==> src/rtl/uart_rx_pkg.sv <==
// Shared types and limits for the UART receive core: FSM states, parity encoding,
// and the floor values that out-of-range configuration inputs are clamped to.
package uart_rx_pkg;

    typedef enum logic [2:0] {
        IDLE,
        START,
        DATA,
        PARITY,
        STOP,
        BRK_WAIT
    } state_e;

    typedef enum logic {
        PAR_EVEN = 1'b0,
        PAR_ODD  = 1'b1
    } par_typ_e;

    localparam int MIN_PRESCALE = 8;
    localparam int MIN_DATA_LEN = 5;

endpackage

==> src/rtl/uart_rx_sampler.sv <==
// Three-point mid-bit capture of RX_IN with 2-of-3 majority vote.
// Captures at P/2-1, P/2, P/2+1; the vote is registered at P/2+2 and held until the next bit.
module uart_rx_sampler #(
    parameter int PRESCALE_W = 6
) (
    input  logic                  CLK,
    input  logic                  RST,
    input  logic [PRESCALE_W-1:0] edge_cnt,
    input  logic [PRESCALE_W-1:0] p,
    input  logic                  rx_in,
    output logic                  bit_val
);

    logic [PRESCALE_W-1:0] half;
    logic [2:0]            smp_q, smp_d;
    logic                  bit_q, bit_d;

    assign half    = p >> 1;
    assign bit_val = bit_q;

    always_comb begin
        smp_d = smp_q;
        bit_d = bit_q;
        if (edge_cnt == half - PRESCALE_W'(1)) smp_d[0] = rx_in;
        if (edge_cnt == half)                  smp_d[1] = rx_in;
        if (edge_cnt == half + PRESCALE_W'(1)) smp_d[2] = rx_in;
        if (edge_cnt == half + PRESCALE_W'(2))
            bit_d = (smp_q[0] & smp_q[1]) | (smp_q[0] & smp_q[2]) | (smp_q[1] & smp_q[2]);
    end

    always_ff @(posedge CLK or negedge RST) begin
        if (!RST) begin
            smp_q <= '0;
            bit_q <= 1'b0;
        end else begin
            smp_q <= smp_d;
            bit_q <= bit_d;
        end
    end

endmodule

==> src/rtl/uart_rx_ctrl.sv <==
// UART receive core: frame FSM, counters, deserializer, parity/stop checks; optional break detect (UART_RX_BREAK_DET_EN).
// Result outputs are decoded from registered state so they show during edge P-1 of the last stop bit; no backpressure.
module uart_rx_ctrl
    import uart_rx_pkg::*;
#(
    parameter int DATA_W     = 8,
    parameter int PRESCALE_W = 6,
    parameter int LEN_W      = 4
) (
    input  logic                  CLK,
    input  logic                  RST,
    input  logic                  RX_IN,
    input  logic [PRESCALE_W-1:0] PRESCALE,
    input  logic [LEN_W-1:0]      DATA_LEN,
    input  logic                  PAR_EN,
    input  logic                  PAR_TYP,
    input  logic                  STOP2,
    output logic [DATA_W-1:0]     P_DATA,
    output logic                  DATA_VALID,
    output logic                  PAR_ERR,
    output logic                  STP_ERR,
    output logic                  STRT_GLITCH,
`ifdef UART_RX_BREAK_DET_EN
    output logic                  BRK_DET,
`endif
    output logic                  BUSY
);

    localparam int BCNT_W = LEN_W + 1;

    state_e                state_q, state_d;
    logic [PRESCALE_W-1:0] edge_q, edge_d, p_q, p_d, p_cfg;
    logic [BCNT_W-1:0]     bitc_q, bitc_d;
    logic [LEN_W-1:0]      len_q, len_d, len_cfg;
    logic                  par_en_q, par_en_d, stop2_q, stop2_d;
    par_typ_e              par_typ_q, par_typ_d;
    logic [DATA_W-1:0]     shreg_q, shreg_d, p_data_q, p_data_d;
    logic                  par_flag_q, par_flag_d, stp_flag_q, stp_flag_d;
    logic                  par_err_q, par_err_d, stp_err_q, stp_err_d;
    logic                  bit_val, bit_end, stop_last, complete, stp_now, frame_ok;
    logic                  start_frame, glitch;
`ifdef UART_RX_BREAK_DET_EN
    logic                  brk_cand_q, brk_cand_d, first_stop, brk_hit;
`endif

    uart_rx_sampler #(.PRESCALE_W(PRESCALE_W)) u_sampler (
        .CLK      (CLK),
        .RST      (RST),
        .edge_cnt (edge_q),
        .p        (p_q),
        .rx_in    (RX_IN),
        .bit_val  (bit_val)
    );

    always_comb begin
        p_cfg = PRESCALE & ~PRESCALE_W'(1);
        if (p_cfg < PRESCALE_W'(MIN_PRESCALE)) p_cfg = PRESCALE_W'(MIN_PRESCALE);
        len_cfg = DATA_LEN;
        if (DATA_LEN < LEN_W'(MIN_DATA_LEN))  len_cfg = LEN_W'(MIN_DATA_LEN);
        else if (DATA_LEN > LEN_W'(DATA_W))   len_cfg = LEN_W'(DATA_W);
    end

    // Bit index: 0 = start, 1..len = data, then optional parity, then stop bit(s).
    assign bit_end   = (edge_q == p_q - PRESCALE_W'(1));
    assign stop_last = (bitc_q == BCNT_W'(len_q) + BCNT_W'(1) + BCNT_W'(par_en_q) + BCNT_W'(stop2_q));
    assign stp_now   = stp_flag_q | ~bit_val;
    assign glitch    = (state_q == START) && bit_end && bit_val;

`ifdef UART_RX_BREAK_DET_EN
    assign first_stop = (bitc_q == BCNT_W'(len_q) + BCNT_W'(1) + BCNT_W'(par_en_q));
    assign brk_hit    = (state_q == STOP) && bit_end && first_stop && brk_cand_q && !bit_val;
    assign complete   = (state_q == STOP) && bit_end && stop_last && !brk_hit;
    assign BRK_DET    = brk_hit;
`else
    assign complete   = (state_q == STOP) && bit_end && stop_last;
`endif

    assign frame_ok    = complete && !par_flag_q && !stp_now;
    assign DATA_VALID  = frame_ok;
    assign P_DATA      = frame_ok ? shreg_q : p_data_q;
    assign PAR_ERR     = complete ? par_flag_q : par_err_q;
    assign STP_ERR     = complete ? stp_now : stp_err_q;
    assign STRT_GLITCH = glitch;
    assign BUSY        = (state_q != IDLE);

    always_comb begin
        state_d     = state_q;
        edge_d      = edge_q;
        bitc_d      = bitc_q;
        p_d         = p_q;
        len_d       = len_q;
        par_en_d    = par_en_q;
        par_typ_d   = par_typ_q;
        stop2_d     = stop2_q;
        shreg_d     = shreg_q;
        p_data_d    = p_data_q;
        par_flag_d  = par_flag_q;
        stp_flag_d  = stp_flag_q;
        par_err_d   = par_err_q;
        stp_err_d   = stp_err_q;
        start_frame = 1'b0;
`ifdef UART_RX_BREAK_DET_EN
        brk_cand_d  = brk_cand_q;
`endif

        if (state_q != IDLE) begin
            edge_d = bit_end ? '0 : edge_q + PRESCALE_W'(1);
            if (bit_end) bitc_d = bitc_q + BCNT_W'(1);
        end

        case (state_q)
            IDLE: begin
                if (!RX_IN) start_frame = 1'b1;
            end
            START: begin
                if (bit_end) state_d = bit_val ? IDLE : DATA;
            end
            DATA: begin
                if (bit_end) begin
                    for (int i = 0; i < DATA_W; i++)
                        if (BCNT_W'(i) == bitc_q - BCNT_W'(1)) shreg_d[i] = bit_val;
`ifdef UART_RX_BREAK_DET_EN
                    brk_cand_d = brk_cand_q & ~bit_val;
`endif
                    if (bitc_q == BCNT_W'(len_q)) state_d = par_en_q ? PARITY : STOP;
                end
            end
            PARITY: begin
                if (bit_end) begin
                    if (bit_val != ((^shreg_q) ^ (par_typ_q == PAR_ODD))) par_flag_d = 1'b1;
`ifdef UART_RX_BREAK_DET_EN
                    brk_cand_d = brk_cand_q & ~bit_val;
`endif
                    state_d = STOP;
                end
            end
            STOP: begin
                if (bit_end) begin
                    if (!bit_val) stp_flag_d = 1'b1;
`ifdef UART_RX_BREAK_DET_EN
                    if (brk_hit) begin
                        state_d = BRK_WAIT;
                        edge_d  = '0;
                    end else
`endif
                    if (stop_last) begin
                        par_err_d = par_flag_q;
                        stp_err_d = stp_now;
                        if (frame_ok) p_data_d = shreg_q;
                        // A low line at the last stop edge is already the next start bit.
                        if (!RX_IN) start_frame = 1'b1;
                        else        state_d     = IDLE;
                    end
                end
            end
            BRK_WAIT: begin
                // edge_cnt here counts consecutive high samples of the released line.
                if (!RX_IN)       edge_d  = '0;
                else if (bit_end) state_d = IDLE;
            end
            default: state_d = IDLE;
        endcase

        if (start_frame) begin
            state_d    = START;
            edge_d     = '0;
            bitc_d     = '0;
            shreg_d    = '0;
            par_flag_d = 1'b0;
            stp_flag_d = 1'b0;
            p_d        = p_cfg;
            len_d      = len_cfg;
            par_en_d   = PAR_EN;
            par_typ_d  = par_typ_e'(PAR_TYP);
            stop2_d    = STOP2;
`ifdef UART_RX_BREAK_DET_EN
            brk_cand_d = 1'b1;
`endif
        end
    end

    always_ff @(posedge CLK or negedge RST) begin
        if (!RST) begin
            state_q    <= IDLE;
            edge_q     <= '0;
            bitc_q     <= '0;
            p_q        <= '0;
            len_q      <= '0;
            par_en_q   <= 1'b0;
            par_typ_q  <= PAR_EVEN;
            stop2_q    <= 1'b0;
            shreg_q    <= '0;
            p_data_q   <= '0;
            par_flag_q <= 1'b0;
            stp_flag_q <= 1'b0;
            par_err_q  <= 1'b0;
            stp_err_q  <= 1'b0;
`ifdef UART_RX_BREAK_DET_EN
            brk_cand_q <= 1'b0;
`endif
        end else begin
            state_q    <= state_d;
            edge_q     <= edge_d;
            bitc_q     <= bitc_d;
            p_q        <= p_d;
            len_q      <= len_d;
            par_en_q   <= par_en_d;
            par_typ_q  <= par_typ_d;
            stop2_q    <= stop2_d;
            shreg_q    <= shreg_d;
            p_data_q   <= p_data_d;
            par_flag_q <= par_flag_d;
            stp_flag_q <= stp_flag_d;
            par_err_q  <= par_err_d;
            stp_err_q  <= stp_err_d;
`ifdef UART_RX_BREAK_DET_EN
            brk_cand_q <= brk_cand_d;
`endif
        end
    end

endmodule

==> config.mk <==
export PLATFORM = sky130hd
export DESIGN_NAME = uart_rx_ctrl
export DESIGN_NICKNAME = d
export VERILOG_FILES = /design/src/rtl/uart_rx_pkg.sv /design/src/rtl/uart_rx_sampler.sv /design/src/rtl/uart_rx_ctrl.sv
export SDC_FILE = /design/constraint.sdc
export NUM_CORES = 1
export LEC_CHECK = 0
export BUFFER_PORTS_ARGS = -buffer_cell sky130_fd_sc_hd__buf_2
export CORE_MARGIN = 1
export CORE_UTILIZATION = 30
export CTS_BUF_LIST = sky130_fd_sc_hd__clkbuf_2 sky130_fd_sc_hd__clkbuf_4 sky130_fd_sc_hd__clkbuf_8
export DETAILED_ROUTE_END_ITERATION = 10
export SLEW_MARGIN = 20
export SYNTH_ARGS = -nofsm -noshare
export SYNTH_HDL_FRONTEND = slang
export SYNTH_SLANG_ARGS = --single-unit
==> constraint.sdc <==
create_clock -name CLK -period 4.7 [get_ports CLK]
set_clock_uncertainty 0.15 [all_clocks]
set_input_delay 0.94 -clock CLK [delete_from_list [all_inputs] [get_ports CLK]]
set_output_delay 0.94 -clock CLK [all_outputs]
set_load 0.005 [all_outputs]
Word level (Yosys, flattened, before mapping)
Cells that the tools add are included.
- bits in registers: 51
- memories kept: 0
- logic and storage cells: 166
- ROM bits: 0
- RAM bits: 0
- latch bits: 0
- output and inout bits: 13
- input bits: 16
- equality and inequality tests: 31
- shift-type cells: 0
- divide/modulo/power cells: 0
- $lt $le $gt $ge: 3
- $add $sub $neg: 10
- bitwise operators: 8
- multiplexer cells: 50
- multipliers: 0
- reduce and logical (&&, ||, !) cells: 39
- operator list (operator ; count):
    $mux W6 ; 6
    $mux W3 ; 11
    $reduce_and A3 Y1 ; 11
    $mux W8 ; 4
    $reduce_bool A2 Y1 ; 14
    $ne A3 B3 Y1 const B ; 9
    $eq A6 B6 Y1 ; 4
    $mux W1 ; 21
    $eq A3 B5 Y1 const A ; 4
    $pmux W3 S6 ; 1
    $mux W5 ; 3
    $add A5 B1 Y5 ; 2
    $eq A2 B5 Y1 const A ; 2
    $reduce_and A10 Y1 ; 1
    $mux W4 ; 2
    $reduce_xor A8 Y1 ; 1
    $add A5 B1 Y6 const B ; 1
    $add A5 B2 Y6 const B ; 1
    $add A6 B1 Y6 const B ; 1
    $eq A3 B2 Y1 const B ; 2
    $eq A3 B3 Y1 const B ; 2
    $eq A6 B5 Y1 ; 1
    $logic_and A1 B1 Y1 ; 6
    $lt A6 B4 Y1 const B ; 1
    24 further kinds ; 30

Logic depth before layout (Yosys ltp)
Gate-level depths: netlist of the first run.
- depth in word-level cells: 9
- depth in mapped cells: 14
- depth with buffers taken out: 12

Hierarchy
A second synthesis of the first run with hierarchy kept.
- cells, all modules: 372
- area total of the unflattened synthesis: 3558.4 µm²
- by module, submodules not included (module ; instances ; sequential area each (µm²) ; cells each ; area each (µm²)):
    uart_rx_ctrl ; 1 ; 1151.1 ; 307 ; 2959.1
    uart_rx_sampler ; 1 ; 100.1 ; 65 ; 599.3

Worst setup path after synthesis of the first run
No wires, ideal clock.
- path type: register to output
- start point: register len_q[0]
- end point: output P_DATA[0]
- cell stages (with the launch flop): 15
- setup slack: 0.630 ns
- data arrival time: 2.980 ns
- path buffers: 2
- required time: 3.610 ns
- cell sequence: dfrtp_1 > inv_1 > ha_1 > inv_1 > ha_1 > inv_1 > fa_1 > nand3b_1 > xor2_1 > o2111a_1 > nand4_2 > or3_1 > buf_6 > buf_6 > mux2_4
- longest elaborated chain between the ends: 8
- ends and longest elaborated chain (element ; line ; source):
    start, declared ; uart_rx_ctrl.sv:34 ; logic [LEN_W-1:0] len_q, len_d, len_cfg;
    start signal, assigned ; uart_rx_ctrl.sv:206 ; len_q <= len_d;
    $add A4 B1 Y5 ; uart_rx_ctrl.sv:65 ; assign stop_last = (bitc_q == BCNT_W'(len_q) + BCNT_W'(1) + BCNT_W'(par_en_q) + BCNT_W'(stop2_q));
    $add A5 B1 Y5 (2 in series) ; uart_rx_ctrl.sv:65 ;
    $eq A5 B5 Y1 ; uart_rx_ctrl.sv:65 ;
    $logic_and A1 B1 Y1 ; uart_rx_ctrl.sv:75 ; assign complete = (state_q == STOP) && bit_end && stop_last;
    $logic_and A1 B1 Y1 (2 in series) ; uart_rx_ctrl.sv:78 ; assign frame_ok = complete && !par_flag_q && !stp_now;
    $mux W8 ; n/a ;
    end, declared ; uart_rx_ctrl.sv:18 ; output logic [DATA_W-1:0] P_DATA,
Every way passes these cells.

Final worst setup path of the first run
- start point: register len_q[0]
- end point: output P_DATA[7]
Same word-level chain as after synthesis.

==> results.toml, run 1 <==
[synth]
ys.flop_type = "dfrtp_1"
synth_compound_area_share_pct = 11.5
synth-simple-area-share_pct = 17.5
syn_nets = 385
syn_area_sq_um = 3400
yosys_warnings = 0
synth-seq-cells = 50
synthXorXnorAreaFrac_pct = 10.0
syn_inst = 353
netlist_top_cells_count = "50 x dfrtp_1, 32 x nor2_1, 22 x nand2_1"
synth_edf_count = 0
synth_top_area_share_pct = 36.8
synth_adder_area_share_pct = 6.40
synth_top_cell_by_area = "dfrtp_1"
muxShareOfSynthArea_pct = 12.5
synth.most_common_cell = "dfrtp_1"
synthDistinctLibCells = 52
synth_top_family_by_area = "simple AND/OR/NAND/NOR gates"
synthArstFlopShare_pct = 100
postSynthAreaPerCell_sq_um = 9.64
synth.area.top_cells = "dfrtp_1 37%, ha_1 5.5%, mux2_2 5.3%"
synth_seq_area_share_pct = 36.8

[sta]
min_period_over_period_pct = 95.3
clock.fmax_mhz = 223
final-setup-viol-count = 0
tightestPinTransition_ns = 0.646
rsz0062_at_grt = "false"
finalHoldViolCount = 0
tns_ns = 0
drv_slew = 0
maxSlewHeadroom_pct = 57.0
fin_crit_ns = 4.48

[global_route]
grt.overflow.total = 0
grt_pass1_wl_um = 11600
antenna_found_initial = 0
grt_max_degree = 51
gr-usage-all-layers_pct = 12.4
grt_pass1_vias = 2418

[critical_path]
worstPathArrival_ns = 3.39
critPathCaptureType = "output pin"
crit_type = "register to output pin"
worst-path-max-fanout = 8
crit_slowest_cell = "or3_4"
crit_top_cell = "inv_1"
critPathTopFamily = "simple AND/OR/NAND/NOR gates"
path_buf_inv = 4
crit_required_ns = 3.61
critPathLaunchType = "register"
max_stage_delay_ns = 0.51
crit_chain = "inv_1 > ha_1 > inv_1 > ha_1 > inv_1 > fa_1 > nand3b_1 > xor2_1 > o2111a_2 > nand4_4 > or3_4 > mux2_4 > buf_2"

[clocking]
postCtsHoldBufs = 0
clk-insertion-delay-late_ns = 0.31
cts_buffer_depth = 2
path_clk_slew_ns = 0.09
cts_max_level = 2
numCtsBuffers = 5
clock-root-buffer = "clkbuf_8"
cts.sinks = 50
tritoncts = "yes"

[die]
die-width_um = 108
rows = 38
ios = 29
start_util_pct = 31.1
dieHeight_um = 108
core_sq_um = 10900
dieArea_sq_um = 11800

[routing]
avgRoutedWirePerCell_um = 13.6
wl_met2_um = 3430
drc_errors = 0
ant_nets = 0
via_per_inst = 4.90
wl_met1_um = 3310
drt_iter0_markers = 69
highest_layer = "met4"
finalWirelength_um = 6980
vias = 2520
drt-pass1-iter-count = 4
route.met3.wl_um = 144

[final_layout]
antenna_cells = 0
area_growth_pct = 11.0
fillCellCount = 1133
multi_input_area_sq_um = 1990
design_area_sq_um = 3780
nNetsFinal = 405
regArea_sq_um = 1250
final_layout_size_suffix_gt1_share_pct = 20.1

[power_and_ir_drop]
peakVddDrop_uv = 208
clock_power_share_pct = 12.2
pwr-share-comb_pct = 51.1
finalPower_mw = 2.22
powerDensity_nw_per_um2 = 587
intPower_mw = 1.21
power.switching_mw = 1.01
leakagePower_nw = 1.81
seq_power_share_pct = 36.7
switching_share_pct = 45.6

[place]
dp_hpwl_um = 4910
gp_congestion = 0.780
place_area_sq_um = 3620
io_buffers = 27

[min_path]
hold_class = "register to register"

[job]
cap_violations = 0

[outcome]
status = "finished, final reports clean"
==> per-stage QoR <==
stage                     worst slack, ns  hold WS (ns)  instances  utilization [%]
after floorplan                     0.630         0.304        353                -
after global placement              0.208         0.327        501             33.1
after detailed placement            0.123         0.339        501             33.1
after CTS                          0.0274         0.362        509             34.1
after global routing               0.0469         0.373        514             34.5
final                               0.222         0.355        514             34.5
==> repair_timing <==
item | CTS | global route
buffers inserted | 0 | 4
setup endpoints to repair | 8 | 8
cloned | 0 | 1
pin swaps | 1 | 2
resized for setup | 1 | 2
==> power by group through the flow <==
stage               sequential (mW)  clock, mW  combinational (mW)
floorplan                     0.659          0                1.04
global placement              0.808          0                1.07
detailed placement            0.818          0                1.11
CTS                           0.809      0.288                1.12
global route                  0.844      0.299                1.28
finish                        0.813      0.271                1.13
==> logic make-up after synthesis <==
logic type | after synthesis
AO/OA/AOI/OAI | 56
XOR/XNOR | 39
adder cells (fa/ha/maj) | 17
buffers and inverters | 40
flip-flops | 50
multiplexers | 36
AND/OR/NAND/NOR | 115
==> metal layers <==
metal / vias to the layer above / track usage, %
li1: 1269 / -
met2: 28 / 21.2
met3: 6 / 1.99
met1: 1217 / 15.9
met5: - / 0
met4: 0 / 4.05
==> flip-flops by register name, indices dropped and copies added, names as in the netlist, 3 cells and up <==
name	count
state_q	3
p_q	5
u_sampler.smp_q	3
len_q	4
edge_q	6
p_data_q	8
shreg_q	8
bitc_q	5
==> area by class of cell <==
class                      count  share of cell area, %
clock buffer                   6                   2.19
clock inverter                 2                  0.431
inverter                      17                   1.69
multi-input combinational    264                   52.8
sequential                    50                   33.1
tap                          140                   4.64
timing repair buffer          35                   5.17
==> final timing paths <==
kind	from	end	slack, ns	depth (start not counted)
worst max-delay path	len_q[0]$_DFFE_PN0N_	P_DATA[7]	0.22	13
worst min-delay path	par_typ_q$_DFFE_PN0N_	par_typ_q$_DFFE_PN0N_	0.35	2
worst max register to register	len_q[0]$_DFFE_PN0N_	p_data_q[1]$_DFFE_PN0P_	1.12	14
worst min register to register	par_typ_q$_DFFE_PN0N_	par_typ_q$_DFFE_PN0N_	0.35	2
max in group asynchronous	RST	len_q[1]$_DFFE_PN0N_	3.39	2
min in group asynchronous	RST	p_data_q[6]$_DFFE_PN0P_	0.58	2
==> worst reg2reg max path, stage by stage (launching register included) <==
cell      delay (ns)
dfrtp_1         0.38
inv_1           0.05
ha_1            0.29
inv_1           0.06
ha_1            0.15
inv_1           0.06
fa_1            0.39
nand3b_1        0.19
xor2_1          0.14
o2111a_2        0.28
nand4_4         0.14
buf_4           0.18
or3_2           0.56
buf_4           0.20
mux2_2          0.26
==> cells in the final DEF, fill, tap and decap left out, types with 8 or more instances in the layout <==
master   instances
a21oi_1          9
buf_2           27
buf_4            8
dfrtp_1         50
ha_1            15
inv_1           17
mux2_2          16
mux2_4           9
mux2i_1         11
nand2_1         22
nand3_1         15
nor2_1          32
o21ai_0         13
xnor2_1         19
xor2_1          20
No activity file was read; power rests on OpenSTA's default activity.
==> run 2: changes to the inputs <==
--- a/config.mk
+++ b/config.mk
@@ -10,6 +10,8 @@
 export CORE_UTILIZATION = 30
 export CTS_BUF_LIST = sky130_fd_sc_hd__clkbuf_2 sky130_fd_sc_hd__clkbuf_4 sky130_fd_sc_hd__clkbuf_8
 export DETAILED_ROUTE_END_ITERATION = 10
+export GPL_ROUTABILITY_DRIVEN = 0
+export RECOVER_POWER = 100
 export SLEW_MARGIN = 20
 export SYNTH_ARGS = -nofsm -noshare
 export SYNTH_HDL_FRONTEND = slang
==> results.toml, run 2 (synthesis gave the netlist of run 1 again) <==
[outcome]
status = "complete, but fails checks"
violations = "max-capacitance violations, max-slew violations"

[critical_path]
critPathCaptureType = "output pin"
worst-path-max-fanout = 8
reg2reg_depth = 9
crit_type = "register to output pin"
timing.rr.start = "p_q[1]$_DFFE_PN0N_"
crit_required_ns = 3.61
timing.rr.end = "bitc_q[0]$_DFFE_PN0P_"
worstPathArrival_ns = 3.38
critPathLaunchType = "register"
reg2reg_setup_slack_ns = 0.68

[sta]
drv_slew = 51
finalHoldViolCount = 0
tns_ns = 0
rsz0062_at_grt = "false"
hold_ws_ns = 0.356
tightestPinTransition_ns = 2.70
final-setup-viol-count = 0
min_period_over_period_pct = 95.2
fin_crit_ns = 4.47
clock.fmax_mhz = 224
maxSlewHeadroom_pct = -79.8

[power_and_ir_drop]
power.switching_mw = 1.01
leakagePower_nw = 1.75
switching_share_pct = 45.6
intPower_mw = 1.20
seq_power_share_pct = 36.9
clock_power_share_pct = 12.2
pwr-share-comb_pct = 50.9
powerDensity_nw_per_um2 = 593
peakVddDrop_uv = 208

[die]
ios = 29
start_util_pct = 31.1
dieHeight_um = 108
dieArea_sq_um = 11800
core_sq_um = 10900
rows = 38
die-width_um = 108

[final_layout]
top_regs = "p_data_q: 8 flops, shreg_q: 8 flops, edge_q: 6 flops"
nNetsFinal = 405
fillCellCount = 1150
final_layout_size_suffix_gt1_share_pct = 15.0
finalNonFillerCells = 514
final_common_cell = "dfrtp_1"
area_growth_pct = 9.30
antenna_cells = 0
mostFrequentLayoutCells = "50 x dfrtp_1, 32 x nor2_1, 23 x buf_2, 22 x nand2_1, 20 x xor2_1"

[place]
placedCellCount = 501
dp_hpwl_um = 4910
io_buffers = 27

[clocking]
tritoncts = "yes"
cts_buffer_depth = 2
clock-root-buffer = "clkbuf_8"
clk-insertion-delay-late_ns = 0.31
numCtsBuffers = 5
cts.sinks = 50
cts_max_level = 2
path_clk_slew_ns = 0.09

[global_route]
grt_pass1_vias = 2418
antenna_found_initial = 0
grt.overflow.total = 0
gr-usage-all-layers_pct = 12.4
grt_pass1_wl_um = 11600
grt_max_degree = 51

[routing]
avgRoutedWirePerCell_um = 13.5
finalWirelength_um = 6960
ant_nets = 0
vias = 2500
drt_iter0_markers = 57
drc_errors = 0
via_per_inst = 4.86
drt-pass1-iter-count = 4

[min_path]
hp-start = "par_typ_q$_DFFE_PN0N_"
hold_depth = 2
hold_class = "register to register"
hold_end = "par_typ_q$_DFFE_PN0N_"

[job]
cap_violations = 1
-- run 2: cell types whose count changed in the layout (fill, tap and decap cells not counted), moves of 4 or more --
cell,delta
mux2_4,-9
mux2_1,+9
clkbuf_1,+9
buf_2,-4
buf_4,-6
-- run 2: metrics by stage --
step           total power, mW  utilization, %  instance area (sq um)  setup WS (ns)
2_1_floorplan             1.70               -                   3400          0.630
3_3_place_gp              1.87            33.1                   3620          0.208
3_5_place_dp              1.93            33.1                   3620          0.123
4_1_cts                   2.21            34.1                   3730         0.0274
5_1_grt                   2.42            34.0                   3720         0.0414
6_report                  2.20            34.0                   3720          0.226
-- run 2: layout make-up --
class | count | area [sq um] | area share, %
Timing Repair Buffer | 35 | 171 | 4.61
Inverter | 17 | 63.8 | 1.72
Tap cell | 140 | 175 | 4.71
Clock inverter | 2 | 16.3 | 0.437
Clock buffer | 6 | 82.6 | 2.22
Sequential cell | 50 | 1250 | 33.6
Multi-Input combinational cell | 264 | 1960 | 52.7
-- run 2: worst max-delay path: stages (launching register included) --
cell and delay (ns):
dfrtp_1 0.38, inv_1 0.05, ha_1 0.29, inv_1 0.06
ha_1 0.15, inv_1 0.06, fa_1 0.39, nand3b_1 0.19
xor2_1 0.14, o2111a_2 0.27, nand4_4 0.14, or3_4 0.48
mux2_1 0.34, buf_2 0.13
-- run 2: power groups by stage --
stage | clock [mW] | combinational, mW | sequential (mW)
6_report | 0.270 | 1.12 | 0.812
5_1_grt | 0.299 | 1.27 | 0.844
4_1_cts | 0.288 | 1.12 | 0.809
3_5_place_dp | 0 | 1.11 | 0.818
3_3_place_gp | 0 | 1.07 | 0.808
2_1_floorplan | 0 | 1.04 | 0.659
-- run 2: how the worst max path moves through the flow --
stage	start	end	slack (ns)	cells after the start
6_report	len_q[0]$_DFFE_PN0N_	P_DATA[7]	0.23	13
5_1_grt	len_q[0]$_DFFE_PN0N_	DATA_VALID	0.04	14
4_1_cts	len_q[0]$_DFFE_PN0N_	P_DATA[7]	0.03	13
3_5_place_dp	len_q[0]$_DFFE_PN0N_	P_DATA[7]	0.12	13
3_3_place_gp	len_q[0]$_DFFE_PN0N_	P_DATA[5]	0.21	13
2_1_floorplan	len_q[0]$_DFFE_PN0N_	P_DATA[0]	0.63	14
-- run 2: what timing repair did --
action                                  in CTS  in global routing
hold buffers                                 0                  0
gates resized for setup                      1                  2
gates cloned                                 0                  1
endpoints found under the setup margin       8                  8
pin swaps                                    1                  2
setup buffers                                0                  4
-- run 2: routing by layer --
layer  track usage, %  wire (um)  vias up
met5                0          0        -
met4             4.05         93        0
met3             1.99        154        6
met2             21.2       3410       20
met1             15.9       3300     1201
li1                 -          -     1273
